===== config.mk =====
export PLATFORM = sky130hd
export DESIGN_NAME = vga_timing_decoder_480p
export DESIGN_NICKNAME = d
export VERILOG_FILES = /design/src/rtl/vga_timing_decoder_480p.sv
export SDC_FILE = /design/constraint.sdc
export NUM_CORES = 1
export LEC_CHECK = 0
export BUFFER_PORTS_ARGS = -buffer_cell sky130_fd_sc_hd__buf_2
export CAP_MARGIN = 20
export CORE_MARGIN = 5
export CORE_UTILIZATION = 43
export CTS_BUF_LIST = sky130_fd_sc_hd__clkbuf_2 sky130_fd_sc_hd__clkbuf_4 sky130_fd_sc_hd__clkbuf_8
export DETAILED_ROUTE_END_ITERATION = 8
export PLACE_DENSITY = 0.62
export REMOVE_ABC_BUFFERS = 1
export SLEW_MARGIN = 40
export SYNTH_ARGS = -nofsm -noshare
export SYNTH_HDL_FRONTEND = slang
export SYNTH_SLANG_ARGS = --single-unit

===== constraint.sdc =====
create_clock -name clk_vga -period 3.1 [get_ports clk_vga]
set_input_delay 0.155 -clock clk_vga [delete_from_list [all_inputs] [get_ports clk_vga]]
set_output_delay 0.155 -clock clk_vga [all_outputs]
set_load 0.02 [all_outputs]

===== src/rtl/vga_timing_decoder_480p.sv =====
// Receive-side 480p timing decoder: recovers sx/sy from hsync/vsync/de,
// measures line/frame geometry and reports lock against the expected format.
`timescale 1ns/1ps

module vga_timing_decoder_480p #(
   parameter int unsigned H_TOTAL     = 800,
   parameter int unsigned H_ACTIVE    = 640,
   parameter int unsigned V_TOTAL     = 525,
   parameter int unsigned V_ACTIVE    = 480,
   parameter int unsigned LOCK_FRAMES = 2,
   parameter int unsigned TIMEOUT     = 1023
) (
   input  logic       clk_vga,
   input  logic       rst_n,
   input  logic       hsync,
   input  logic       vsync,
   input  logic       de,
   output logic [9:0] sx,
   output logic [9:0] sy,
   output logic       de_out,
   output logic       frame_start,
   output logic [9:0] h_total_meas,
   output logic [9:0] h_active_meas,
   output logic [9:0] v_total_meas,
   output logic [9:0] v_active_meas,
   output logic       locked,
   output logic       err
);

   localparam int unsigned CW = 10;
   localparam int unsigned GW = $clog2(LOCK_FRAMES + 1);
   localparam logic [CW-1:0] CNT_MAX = '1;

   typedef enum logic [1:0] {
      ST_SEARCH  = 2'd0,
      ST_MEASURE = 2'd1,
      ST_LOCKED  = 2'd2
   } state_t;

   function automatic logic [CW-1:0] sat_inc(input logic [CW-1:0] v);
      return (v == CNT_MAX) ? v : v + CW'(1);
   endfunction

   logic          r_hs1, r_vs1, r_de1, r_hs2, r_vs2, r_de2;
   logic          w_hs_edge, w_vs_edge, w_de_rise, w_de_fall;
   logic [CW-1:0] r_sx, r_sy;
   logic          r_de_out, r_frame_start, r_frame_pend;
   logic [CW-1:0] r_hcnt, r_dcnt, r_vcnt, r_acnt, r_idle;
   logic [CW-1:0] w_vcnt_nxt, w_acnt_nxt;
   logic [CW-1:0] r_h_total, r_h_active, r_v_total, r_v_active;
   logic          r_eval, w_match, w_timeout;
   state_t        r_state, w_state_nxt;
   logic [GW-1:0] r_good, w_good_nxt;
   logic          r_locked, r_err, w_locked_nxt, w_err_nxt;

   // Input sampling; idle values so reset never fakes an edge
   always_ff @(posedge clk_vga or negedge rst_n) begin
      if (!rst_n) begin
         r_hs1 <= 1'b1;
         r_vs1 <= 1'b1;
         r_de1 <= 1'b0;
         r_hs2 <= 1'b1;
         r_vs2 <= 1'b1;
         r_de2 <= 1'b0;
      end else begin
         r_hs1 <= hsync;
         r_vs1 <= vsync;
         r_de1 <= de;
         r_hs2 <= r_hs1;
         r_vs2 <= r_vs1;
         r_de2 <= r_de1;
      end
   end

   assign w_hs_edge = r_hs2 & ~r_hs1;
   assign w_vs_edge = r_vs2 & ~r_vs1;
   assign w_de_rise = ~r_de2 & r_de1;
   assign w_de_fall = r_de2 & ~r_de1;
   assign w_timeout = (r_idle == CW'(TIMEOUT));

   // Coordinate recovery, aligned with de_out
   always_ff @(posedge clk_vga or negedge rst_n) begin
      if (!rst_n) begin
         r_sx          <= '0;
         r_sy          <= '0;
         r_de_out      <= 1'b0;
         r_frame_start <= 1'b0;
         r_frame_pend  <= 1'b0;
      end else begin
         r_de_out      <= r_de1;
         r_frame_start <= w_de_rise & r_frame_pend;
         if (w_de_rise) begin
            r_sx <= '0;
            r_sy <= r_frame_pend ? '0 : sat_inc(r_sy);
         end else if (r_de1) begin
            r_sx <= sat_inc(r_sx);
         end
         if (w_timeout)      r_frame_pend <= 1'b0;
         else if (w_vs_edge) r_frame_pend <= 1'b1;
         else if (w_de_rise) r_frame_pend <= 1'b0;
      end
   end

   // A same-cycle hs_edge/de_rise belongs to the frame being closed
   assign w_vcnt_nxt = w_hs_edge ? sat_inc(r_vcnt) : r_vcnt;
   assign w_acnt_nxt = w_de_rise ? sat_inc(r_acnt) : r_acnt;

   always_ff @(posedge clk_vga or negedge rst_n) begin
      if (!rst_n) begin
         r_hcnt     <= '0;
         r_dcnt     <= '0;
         r_vcnt     <= '0;
         r_acnt     <= '0;
         r_idle     <= '0;
         r_h_total  <= '0;
         r_h_active <= '0;
         r_v_total  <= '0;
         r_v_active <= '0;
         r_eval     <= 1'b0;
      end else begin
         r_eval <= w_vs_edge;
         if (w_hs_edge) begin
            r_h_total <= r_hcnt;
            r_hcnt    <= CW'(1);
            r_idle    <= '0;
         end else begin
            r_hcnt <= sat_inc(r_hcnt);
            if (!w_timeout) r_idle <= r_idle + CW'(1);
         end
         if (w_de_fall) begin
            r_h_active <= r_dcnt;
            r_dcnt     <= '0;
         end else if (r_de1) begin
            r_dcnt <= sat_inc(r_dcnt);
         end
         if (w_vs_edge) begin
            r_v_total  <= w_vcnt_nxt;
            r_v_active <= w_acnt_nxt;
            r_vcnt     <= '0;
            r_acnt     <= '0;
         end else begin
            r_vcnt <= w_vcnt_nxt;
            r_acnt <= w_acnt_nxt;
         end
      end
   end

   assign w_match = (r_h_total  == CW'(H_TOTAL))  && (r_h_active == CW'(H_ACTIVE)) &&
                    (r_v_total  == CW'(V_TOTAL))  && (r_v_active == CW'(V_ACTIVE));

   // Lock FSM: state register
   always_ff @(posedge clk_vga or negedge rst_n) begin
      if (!rst_n) begin
         r_state <= ST_SEARCH;
         r_good  <= '0;
      end else begin
         r_state <= w_state_nxt;
         r_good  <= w_good_nxt;
      end
   end

   // Lock FSM: next state; the first evaluation after SEARCH is a partial frame
   always_comb begin
      w_state_nxt = r_state;
      w_good_nxt  = r_good;
      if (w_timeout) begin
         w_state_nxt = ST_SEARCH;
         w_good_nxt  = '0;
      end else if (r_eval) begin
         case (r_state)
            ST_SEARCH: begin
               w_state_nxt = ST_MEASURE;
               w_good_nxt  = '0;
            end
            ST_MEASURE: begin
               if (!w_match) begin
                  w_good_nxt = '0;
               end else if (r_good == GW'(LOCK_FRAMES - 1)) begin
                  w_state_nxt = ST_LOCKED;
                  w_good_nxt  = GW'(LOCK_FRAMES);
               end else begin
                  w_good_nxt = r_good + GW'(1);
               end
            end
            ST_LOCKED: begin
               if (!w_match) begin
                  w_state_nxt = ST_MEASURE;
                  w_good_nxt  = '0;
               end
            end
            default: begin
               w_state_nxt = ST_SEARCH;
               w_good_nxt  = '0;
            end
         endcase
      end
   end

   // Lock FSM: outputs; any exit from LOCKED is an error
   always_comb begin
      w_locked_nxt = 1'b0;
      w_err_nxt    = 1'b0;
      w_locked_nxt = (w_state_nxt == ST_LOCKED);
      w_err_nxt    = (r_state == ST_LOCKED) && (w_state_nxt != ST_LOCKED);
   end

   always_ff @(posedge clk_vga or negedge rst_n) begin
      if (!rst_n) begin
         r_locked <= 1'b0;
         r_err    <= 1'b0;
      end else begin
         r_locked <= w_locked_nxt;
         r_err    <= w_err_nxt;
      end
   end

   assign sx            = r_sx;
   assign sy            = r_sy;
   assign de_out        = r_de_out;
   assign frame_start   = r_frame_start;
   assign h_total_meas  = r_h_total;
   assign h_active_meas = r_h_active;
   assign v_total_meas  = r_v_total;
   assign v_active_meas = r_v_active;
   assign locked        = r_locked;
   assign err           = r_err;

endmodule


# Yosys cells after proc, flatten, opt, wreduce, memory -nomap -nowiden
# Index checks and enable logic that the tools add are counted.
[totals]
register_bits = 125
latchBits = 0
mem_bits_rw = 0
mem_bits_ro = 0
input_bits = 5
output_inout_bits = 64
elab_cells = 109
mem_count = 0
[op_classes]
addsub = 8
multipliers = 0
div_mod_pow = 0
order_cmp = 0
eq_ne = 22
shift = 0
n_mux = 33
n_bitwise = 9
n_reduce_logical = 13
[ops]
columns = ["cell", "count"]
rows = [
  ["10-bit two-way mux", 18],
  ["10-bit == test, second input constant", 10],
  ["10-bit by 1-bit adder with 10-bit output, second input constant", 7],
  ["2-bit two-way mux", 10],
  ["2-bit != test, second input constant", 6],
  ["10-bit by 9-bit == test with 1-bit output, second input constant", 1],
  ["2-bit AND reduction", 4],
  ["2-bit one-hot mux with 3 select lines", 1],
  ["2-bit nonzero test", 3],
  ["1-bit bitwise AND", 5],
  ["2-bit by 1-bit == test with 1-bit output, second input constant", 2],
  ["2-bit == test, second input constant", 2],
  ["1-bit logical AND", 4],
  ["1-bit inverter", 4],
  ["2-bit one-hot mux with 2 select lines", 1],
  ["1-bit two-way mux", 3],
  ["3-bit != test, second input constant", 1],
  ["3-bit nonzero test", 1],
  ["2-bit by 1-bit adder with 2-bit output, second input constant", 1],
  ["2-bit logical NOT", 1],
]

# Depth between registers and ports, before layout
# Gate-level depths: netlist (run 1).
[depth]
ltp_word = 10
depth_mapped = 7
depth_no_buf = 6

# Least setup slack after synthesis (run 1)
# No wires, ideal clock.
[synth_path]
path_type = "reg-to-reg"
startpoint = "register r_sy[0] (netlist: sy[0])"
endpoint = "register r_sy[8] (netlist: sy[8])"
setup_ps = 128
arrival_ps = 1762
required_ps = 2972
slack_ps = 1210
stages_incl_launch_ff = 8
synth_period_minus_slack_ps = 1890
cell_sequence = "dfrtp_1 -> ha_1 -> nand3_1 -> o41ai_2 -> buf_2 -> nor3_1 -> xnor2_1 -> nor2_1"
[synth_between]
elab_chain_cells = 3
word_cells_on_any_way = 6
cone_classes = "1 x add/sub; 2 x eq/ne; 2 x mux; 1 x reduce/logical"
[synth_rtl]
columns = ["item", "line", "source"]
rows = [
  ["start, declared", "46", "logic [CW-1:0] r_sx, r_sy;"],
  ["start signal, assigned", "94", "r_sy <= r_frame_pend ? '0 : sat_inc(r_sy);"],
  ["10-bit by 1-bit adder with 10-bit output or 10-bit == test (tied branches)", "41", "return (v == CNT_MAX) ? v : v + CW'(1);"],
  ["10-bit two-way mux or 2-bit != test (tied branches)", "--", ""],
  ["10-bit two-way mux or 2-bit AND reduction (tied branches)", "--", ""],
]
# Parallel ways exist; a longest one is shown, timed or not. The select of a mux whose other input is x is not followed.
# A chain may end at the register's enable or synchronous reset.

# Final worst setup path (run 1)
[layout_path]
startpoint = "register r_hs2"
endpoint = "register r_v_total[9] (netlist: v_total_meas[9])"
[layout_between]
elab_chain_cells = 2
[layout_rtl]
columns = ["item", "line", "source"]
rows = [
  ["start, declared", "44", "logic r_hs1, r_vs1, r_de1, r_hs2, r_vs2, r_de2;"],
  ["start signal, assigned", "69", "r_hs2 <= r_hs1;"],
  ["1-bit bitwise AND", "75", "assign w_hs_edge = r_hs2 & ~r_hs1;"],
  ["10-bit two-way mux", "105", "assign w_vcnt_nxt = w_hs_edge ? sat_inc(r_vcnt) : r_vcnt;"],
  ["end signal, assigned", "137", "r_v_total <= w_vcnt_nxt;"],
  ["end, declared", "50", "logic [CW-1:0] r_h_total, r_h_active, r_v_total, r_v_active;"],
]
# No other way between the ends.

==> flow_summary.toml, run 1 <==
[outcome]
outcome = "completed"

[global_routing]
grt_max_degree = 63
antenna_found_initial = 0
grt_pass1_wl_mm = 21.61
grt_pass1_vias = 4370
grt-ovfl-total = 0
grt_usage = 0.1668

[logic_synthesis]
synthFlopType = "dfrtp_1"
synth_top_area_cell = "dfrtp_1"
yosysMostFrequentCell = "dfrtp_1"
synth_area_leaders = "dfrtp_1, nand2_1, nor2_1"
ys_ff_latch = 125
ys_seq_area_frac = 0.5425
yosys.cell_types.count = 55
synth_edf_count = 0
yosys_warnings = 0
netlist_instances = 580
synth_area_per_cell_um2 = 9.958
syn_area_um2 = 5776
synthArstFlopShare = 1.000
synth_common_cells = "dfrtp_1, nand2_1, nor2_1"
yosysTopAreaCellShare = 0.5243

[layout]
fillers = 1207
syn2layout_area_growth_pct = 16.72
multi_input_area_um2 = 2515
ff_latch_area_um2 = 3133
fin_util = 0.5111
diodes = 0
drive_gt1_frac = 0.1982
num-nets-final = 666
stdcell_count = 842

[detailed_routing]
wl_per_cell_um = 15.16
drt_iter0_markers = 225
firstDrtPassIters = 4
drc = 0
num_vias = 4477
drt-vias-per-instance = 5.317
routed_wl_mm = 12.76
ant_nets = 0

[place]
routabilityCongestion = 0.7780
io_buffer_count = 68
dp_hpwl_mm = 8.894
placed_cells = 806

[clock_tree]
clk_pin_slew_ns = 0.07
cts_root_buf = "clkbuf_8"
clkSinkCount = 125
htree_levels = 4
cts_tree = "yes"
clock_path_buffers = 2
insertion_delay_ns = 0.44
numCtsBuffers = 17

[sta]
period_share = 0.6929
slew_headroom = 0.5039
min_period_ns = 2.148
timing.final.max_slew_violations = 0
fin_setup_tns_ns = 0
fmax_ghz = 0.4656
worst_pin_slew_ns = 0.7433
clock_skew_ns = 0.008334
finalSetupViolations = 0
rsz0062_at_grt = "no"
hold_violations = 0

[setup_path]
worstSetupStartpointType = "flop"
cp-end-kind = "flop"
crit_type = "flop to flop"
required_ns = 3.41
cp.arrival_ns = 2.46
critical_path.max_fanout = 15

[power]
clkPwrFrac = 0.365
sw_frac_of_total = 0.2931
peakVddDrop_uv = 229.9
design_power_total_mw = 4.007
internal-power_mw = 2.832
seqPwrFrac = 0.496
p_switching_mw = 1.174
pwr-share-comb = 0.139
cellPowerDensity_nw_per_um2 = 594.4
p_leak_nw = 3.160

[floorplan]
top_level_ports = 69
start_util = 0.4379
die-area_um2 = 15850
num_rows = 42
core_um2 = 13190
fp.dieW_um = 125.9
die_h_um = 125.9

[hold_path]
hold_class = "input port to async pin"

[job]
maxCapViolCount = 0
==> what timing repair did <==
action / CTS / global route
buffers inserted: 0 / 0
resized for setup: 0 / 0
hold buffers: 4 / 0
endpoints found under the hold margin: 36 / 0
==> cell families (layout without fill, tap and decap cells) <==
| group | count (synthesis) | count (layout) | synth area share |
|---|---|---|---|
| AO/OA/AOI/OAI | 90 | 90 | 0.1010 |
| XOR/XNOR | 30 | 30 | 0.04549 |
| adder cells (fa/ha/maj) | 8 | 8 | 0.01733 |
| buffers and inverters | 32 | 118 | 0.02210 |
| flip-flops | 125 | 125 | 0.5425 |
| multiplexers | 21 | 21 | 0.03856 |
| AND/OR/NAND/NOR | 274 | 274 | 0.2331 |
==> power by group through the flow <==
stage	combinational, mW	clock [mW]	sequential (mW)
after global routing	0.626	1.57	2.02
after CTS	0.566	1.50	1.99
after global placement	0.549	0	2.01
after detailed placement	0.560	0	2.02
final	0.556	1.46	1.99
after floorplan	0.274	0	2.06
==> worst max-delay path, cell delays in order (launching register included) <==
cell and delay [ns]:
dfstp_2 0.53, nand2b_1 0.35, nor4_1 0.60, nor2b_1 0.22, mux2i_1 0.23, o21ai_0 0.09
==> cell type report <==
cell class | instances | area share
clock buffer | 19 | 0.03786
clock inverter | 13 | 0.02190
timing repair buffer | 78 | 0.06533
sequential | 125 | 0.4647
inverter | 8 | 0.004454
tap | 176 | 0.03267
multi-input combinational | 423 | 0.3731
==> state kept, by name, indices dropped and copies added (netlist names), 2 cells and up <==
register and cells:
r_idle 10, v_active_meas 10, r_hcnt 10, sx 10
h_active_meas 10, r_state 2, r_good 2, sy 10
h_total_meas 10, r_dcnt 10, r_acnt 10, r_vcnt 10
v_total_meas 10
==> per-layer routing <==
metal | vias to the layer above | global-route usage | wire length (um)
met2 | 83 | 0.2638 | 6020
met3 | 19 | 0.04064 | 505
li1 | 2194 | - | -
met1 | 2181 | 0.2209 | 5983
met4 | 0 | 0.06877 | 252
met5 | - | 0 | 0
==> path summary, 6_finish.rpt <==
kind | startpoint | end | slack [ns] | cells past startpoint
worst min-delay path | rst_n | v_active_meas[0]$_DFFE_PN0P_ | 0.23 | 2
worst max register to register | r_hs2$_DFF_PN1_ | v_total_meas[9]$_DFFE_PN0P_ | 0.95 | 5
worst min register to register | r_vs1$_DFF_PN1_ | r_vs2$_DFF_PN1_ | 0.37 | 0
max in group asynchronous | rst_n | r_hcnt[3]$_DFFE_PN0P_ | 2.12 | 3
min in group clk_vga | de | r_de1$_DFF_PN0_ | 0.35 | 2
worst max-delay path | r_hs2$_DFF_PN1_ | v_total_meas[9]$_DFFE_PN0P_ | 0.95 | 5
==> placed cells by master, fill, tap and decap left out, types with 3 or more instances in the layout <==
cell	instances
a31oi_1	4
o21ai_0	32
inv_1	8
clkbuf_8	18
buf_2	67
and4_1	7
and2_1	6
or2_2	3
a21oi_1	22
dfrtp_1	121
and3_1	13
mux2_2	10
nand4_1	14
nor2b_1	7
clkinv_2	7
o31ai_1	3
xor2_1	14
bufinv_16	3
nor3_1	17
nand2b_1	9
dfstp_2	4
xnor2_1	16
nand3_1	30
buf_4	6
o311ai_0	5
or3_1	5
ha_1	8
nor2_1	51
dlygate4sd3_1	4
nand2_1	97
nor4_1	4
clkinvlp_4	3
mux2i_1	11
==> metrics by stage <==
| step | area (um^2) | worst slack (ns) | hold slack (ns) |
|---|---|---|---|
| 6_report | 6741 | 0.9521 | 0.2317 |
| 5_1_grt | 6741 | 0.7939 | 0.2670 |
| 4_1_cts | 6741 | 0.9369 | 0.2236 |
| 3_5_place_dp | 6299 | 0.9516 | 0.1648 |
| 3_3_place_gp | 6299 | 0.9835 | 0.1572 |
| 2_1_floorplan | 5678 | 0.5667 | -0.1406 |
Note: power is estimated with default switching activity, not from simulation.
==> inputs of run 2 (changes only) <==
Settings changed: PLACE_DENSITY 0.62 to 0.64.
Clock period 3.1 ns to 1.75 ns, I/O delays scaled along.
==> run 2 against run 1 <==
Net effect: the run now ends with setup timing left; critical path type unchanged; combinational power up 140%; power up 83%; fmax up 10%; critical endpoint is now r_good[1]$_DFFE_PN0P_; clock power up 73%; largest cell class unchanged; sequential cell count unchanged; worst hold slack worse by 0.13 ns; sequential share of layout area down 4.8 points.
==> flow_summary.toml, run 2 (synthesis results as in run 1) <==
[outcome]
outcome = "complete, but fails checks"
failed_checks = "setup timing"

[floorplan]
fp.dieW_um = 125.9
core_um2 = 13190
die_h_um = 125.9
num_rows = 42
die-area_um2 = 15850
top_level_ports = 69
start_util = 0.4379

[sta]
rsz0062_at_grt = "yes"
fin_setup_tns_ns = -0.7980
slew_headroom = 0.5245
finalSetupViolations = 6
clock_skew_ns = 0.01338
worst_pin_slew_ns = 0.7124
hold_violations = 0
period_share = 1.114
fmax_ghz = 0.5131
worst_slack_ns = -0.1990
timing.final.max_slew_violations = 0
min_period_ns = 1.949

[clock_tree]
cts_root_buf = "clkbuf_8"
insertion_delay_ns = 0.44
htree_levels = 4
clkSinkCount = 125
clk_pin_slew_ns = 0.07
cts_tree = "yes"
clock_path_buffers = 2
numCtsBuffers = 17

[power]
cellPowerDensity_nw_per_um2 = 972.3
clkPwrFrac = 0.344
sw_frac_of_total = 0.2865
internal-power_mw = 5.217
design_power_total_mw = 7.313
pwr-share-comb = 0.184
p_leak_nw = 3.642
p_switching_mw = 2.095
peakVddDrop_uv = 597.4
seqPwrFrac = 0.472

[setup_path]
crit_slowest_cell = "or3_4"
critical_path.max_fanout = 3
path_cells = "nor4b_2 -> buf_4 -> nand4_1 -> or3_4 -> o21a_1 -> o32ai_2"
crit_buf_inv = 1
crit_family = "simple AND/OR/NAND/NOR gates"
reg2reg_depth = 6
worstSetupStartpointType = "flop"
cp.depth = 6
crit_path_max_incr_delay_ns = 0.40
crit_type = "flop to flop"
required_ns = 2.09
cp.arrival_ns = 2.29
cp-end-kind = "flop"

[detailed_routing]
drt_iter0_markers = 194
routed_wl_mm = 13.98
drt-vias-per-instance = 5.251
wl_per_cell_um = 15.23
ant_nets = 0
firstDrtPassIters = 4
num_vias = 4820
drc = 0

[layout]
drive_gt1_frac = 0.3208
final_cell_mix = "dfrtp_1, nand2_1, buf_4"
num-nets-final = 742
diodes = 0
syn2layout_area_growth_pct = 30.22
final_common_cell = "dfrtp_1"

[hold_path]
hold_class = "input port to async pin"

[global_routing]
grt-ovfl-total = 0
grt_pass1_vias = 4808
grt_usage = 0.1781
antenna_found_initial = 0
grt_pass1_wl_mm = 23.18
grt_max_degree = 46

[place]
io_buffer_count = 68
dp_hpwl_mm = 9.821
routabilityCongestion = 0.8358

[job]
maxCapViolCount = 0
==> run 2: cell types whose count changed in the layout (fill, tap and decap cells not counted), sizes merged <==
cell      previous run  this run
buf                 74       150
clkbuf              19        25
clkinv               7         4
clkinvlp             3         1
bufinv               3         2
==> run 2: per-stage QoR <==
step | setup WS [ns] | cells | hold WS [ns] | instance area, um^2 | util
2_1_floorplan | -0.7833 | 556 | -0.2081 | 5678 | -
3_3_place_gp | -0.1632 | 877 | 0.03392 | 6857 | 0.5198
3_5_place_dp | -0.2728 | 877 | 0.03332 | 6857 | 0.5198
4_1_cts | -0.2027 | 915 | 0.09993 | 7355 | 0.5576
5_1_grt | -0.2447 | 918 | 0.1207 | 7521 | 0.5702
6_report | -0.1990 | 918 | 0.1046 | 7521 | 0.5702
==> run 2: area by class of cell <==
type	count	area (um^2)
Fill cell	1143	5669
Inverter	8	30.03
Tap cell	176	220.2
Clock inverter	7	87.58
Multi-Input combinational cell	423	2708
Sequential cell	125	3133
Clock buffer	25	306.5
Timing Repair Buffer	154	1036
==> run 2: worst paths after layout <==
check | from | to | slack (ns)
max in group asynchronous | rst_n | r_hs1$_DFF_PN1_ | 1.00
max reg2reg | v_active_meas[3]$_DFFE_PN0P_ | r_good[1]$_DFFE_PN0P_ | -0.20
min reg2reg | r_vs1$_DFF_PN1_ | r_vs2$_DFF_PN1_ | 0.36
max | v_active_meas[3]$_DFFE_PN0P_ | r_good[1]$_DFFE_PN0P_ | -0.20
min in group clk_vga | vsync | r_vs1$_DFF_PN1_ | 0.29
min | rst_n | v_active_meas[0]$_DFFE_PN0P_ | 0.10
==> run 2: repair_timing <==
| action | CTS | global route |
|---|---|---|
| endpoints found under the setup margin | 15 | 38 |
| gates resized for setup | 9 | 31 |
| cloned | 0 | 0 |
| hold endpoints to repair | 124 | 0 |
| pin swaps | 3 | 8 |
| hold buffers | 4 | 0 |
| setup buffers | 2 | 3 |
==> run 2: per-layer routing <==
| metal | routed length [um] | track usage | up-vias |
|---|---|---|---|
| met5 | 0 | 0 | - |
| met4 | 197 | 0.05300 | 0 |
| met3 | 525 | 0.04657 | 19 |
| met2 | 7131 | 0.3064 | 106 |
| met1 | 6127 | 0.2211 | 2354 |
| li1 | - | - | 2341 |
==> run 2: power groups by stage <==
stage | clock network [mW] | logic, mW | registers [mW]
after floorplan | 0 | 0.486 | 3.66
after global placement | 0 | 1.29 | 3.47
after detailed placement | 0 | 1.32 | 3.50
after CTS | 2.57 | 1.34 | 3.45
after global routing | 2.72 | 1.49 | 3.49
final | 2.52 | 1.34 | 3.45
==> inputs of run 3 (changes only) <==
Settings changed: ABC_AREA from default to 1, CORE_ASPECT_RATIO from default to 1.25.
==> run 3 against run 2 <==
Net effect: the flow now finishes without violations; fmax up 19%; first-iteration DRC count rose by 34%; register-to-register slack better by 0.31 ns; design area is 2.9% lower; combinational power is 9.7% lower; worst hold slack improved by 0.043 ns; die area is 2.4% higher; count of clock-buffer cells in the layout did not move; synthesized cell count increased by 22%; clock skew is 0.0019 ns lower; critical endpoint is now sy[3]$_DFFE_PN0P_; highest routed layer unchanged.
==> flow_summary.toml, run 3 <==
[outcome]
outcome = "completed"

[power]
peakVddDrop_uv = 641.4
design_power_total_mw = 7.481
cellPowerDensity_nw_per_um2 = 1025
p_leak_nw = 3.573

[sta]
timing.final.max_slew_violations = 0
rsz0062_at_grt = "yes"
period_share = 0.9390
worst_slack_ns = 0.1067
worst_pin_slew_ns = 0.4482
slew_headroom = 0.7012
fmax_ghz = 0.6085
finalSetupViolations = 0
min_period_ns = 1.643
holdWs_ns = 0.1479
clock_skew_ns = 0.01148
hold_violations = 0

[global_routing]
grt-ovfl-total = 0
grt_pass1_wl_mm = 22.50
grt_pass1_vias = 4994
grt_usage = 0.1740
antenna_found_initial = 0
grt_max_degree = 59

[setup_path]
required_ns = 2.11
path_cells = "ha_2 -> nand2_2 -> nor2_4 -> nand2_2 -> nor2_4 -> a21oi_4 -> buf_6 -> nand2_1 -> o21ai_0 -> a21oi_1"
cp.arrival_ns = 2.00
crit_path_max_incr_delay_ns = 0.38
crit_family = "simple AND/OR/NAND/NOR gates"
crit_buf_inv = 1
cp.depth = 10
worstSetupStartpointType = "flop"
crit_slowest_cell = "dfrtp_1"
critical_path.max_fanout = 6
reg2reg_depth = 10
cp-end-kind = "flop"
crit_type = "flop to flop"

[logic_synthesis]
netlist_instances = 710
ys_seq_area_frac = 0.5294
synth_area_per_cell_um2 = 8.335
syn_area_um2 = 5918
yosys.cell_types.count = 42
yosysTopAreaCellShare = 0.5116
yosysMostFrequentCell = "nand2_1"
synth_common_cells = "nand2_1, dfrtp_1, nor2_1"
synth_area_leaders = "dfrtp_1, nand2_1, o21ai_0"
synthArstFlopShare = 1.000
yosys_warnings = 0
synth_edf_count = 0
synth_top_area_cell = "dfrtp_1"
ys_ff_latch = 125
synthFlopType = "dfrtp_1"

[layout]
diodes = 0
num-nets-final = 831
syn2layout_area_growth_pct = 23.34
drive_gt1_frac = 0.2166
final_cell_mix = "nand2_1, dfrtp_1, nor2_1"
final_common_cell = "nand2_1"
stdcell_count = 1006
fillers = 1261

[floorplan]
num_rows = 48
die_h_um = 141.2
core_um2 = 13630
top_level_ports = 69
fp.dieW_um = 114.9
start_util = 0.4341
die-area_um2 = 16220

[clock_tree]
htree_levels = 4
cts_root_buf = "clkbuf_8"
insertion_delay_ns = 0.44
clkSinkCount = 125
clk_pin_slew_ns = 0.07
numCtsBuffers = 17
cts_tree = "yes"
clock_path_buffers = 2

[detailed_routing]
num_vias = 5060
firstDrtPassIters = 6
wl_per_cell_um = 13.57
drt_iter0_markers = 260
drc = 0
drt-vias-per-instance = 5.030
routed_wl_mm = 13.65
ant_nets = 0

[place]
io_buffer_count = 68
routabilityCongestion = 0.8251
dp_hpwl_mm = 9.689
placed_cells = 953
pre_cts_slack_ns = 0.01213

[hold_path]
hold_class = "input port to async pin"

[job]
maxCapViolCount = 0
==> run 3: layer usage <==
metal / vias to the layer above / global-route usage / part of all wire
met1: 2455 / 0.1953 / 0.42
met3: 18 / 0.04165 / 0.031
li1: 2514 / - / -
met4: 0 / 0.07478 / 0.019
met5: - / 0 / 0
met2: 73 / 0.3104 / 0.53
==> run 3: layout make-up <==
class	instances	area [um^2]	area share
multi-input combinational	481	2510	0.3438
clock buffer	25	306.5	0.04200
tap	175	219.0	0.03000
inverter	87	331.6	0.04542
timing repair buffer	106	664.4	0.09102
sequential	125	3133	0.4292
clock inverter	7	135.1	0.01851
==> run 3: report_power, final <==
part           leakage (nW)  internal, mW  switching, mW  total (mW)
logic                  1.68         0.455          0.753        1.21
clock network         0.232          1.72           1.08        2.80
registers              1.66          3.19          0.287        3.48
total                  3.57          5.36           2.12        7.48
==> run 3: logic make-up (layout without fill, tap and decap cells) <==
logic type | count (synthesis) | after routing | share of synthesized area
and+or+nand+nor | 327 | 327 | 0.2400
DFF | 125 | 125 | 0.5294
AOI/OAI and AO/OA | 124 | 124 | 0.1125
buffers and inverters | 104 | 225 | 0.06850
xor gates and xnor gates | 21 | 21 | 0.03108
adders and majority gates | 8 | 8 | 0.01691
muxes | 1 | 1 | 0.001691
==> run 3: through the flow <==
| step | TNS, ns | utilization | instance area, um^2 |
|---|---|---|---|
| global placement | 0 | 0.4807 | 6554 |
| finish | 0 | 0.5354 | 7300 |
| global route | -0.1763 | 0.5354 | 7300 |
| floorplan | -23.03 | - | 5839 |
| detailed placement | 0 | 0.4807 | 6554 |
| CTS | 0 | 0.5166 | 7043 |
==> run 3: final timing paths <==
| path | slack (ns) | end | start |
|---|---|---|---|
| max reg2reg | 0.11 | sy[3]$_DFFE_PN0P_ | sy[0]$_DFFE_PN0P_ |
| min reg2reg | 0.37 | r_vs2$_DFF_PN1_ | r_vs1$_DFF_PN1_ |
| max in group asynchronous | 0.95 | h_active_meas[0]$_DFFE_PN0P_ | rst_n |
| max | 0.11 | sy[3]$_DFFE_PN0P_ | sy[0]$_DFFE_PN0P_ |
| min | 0.15 | h_total_meas[8]$_DFFE_PN0P_ | rst_n |
| min in group clk_vga | 0.29 | r_hs1$_DFF_PN1_ | hsync |
==> run 3: worst reg2reg max path, delay by kind of cell, from the launching register on <==
kind	cells	cell delay, ns
fa+ha+maj	1	0.21
buf+inv	1	0.14
compound gates	3	0.30
flops	1	0.38
simple gates	5	0.53
==> run 3: timing repair <==
item                                    in CTS  in global routing
endpoints found under the setup margin       1                 50
resized for setup                            0                 36
gates cloned                                 0                  1
hold endpoints to repair                    79                  0
pin swaps                                    2                 11
hold buffers                                 4                  0
buffers inserted                             1                 15
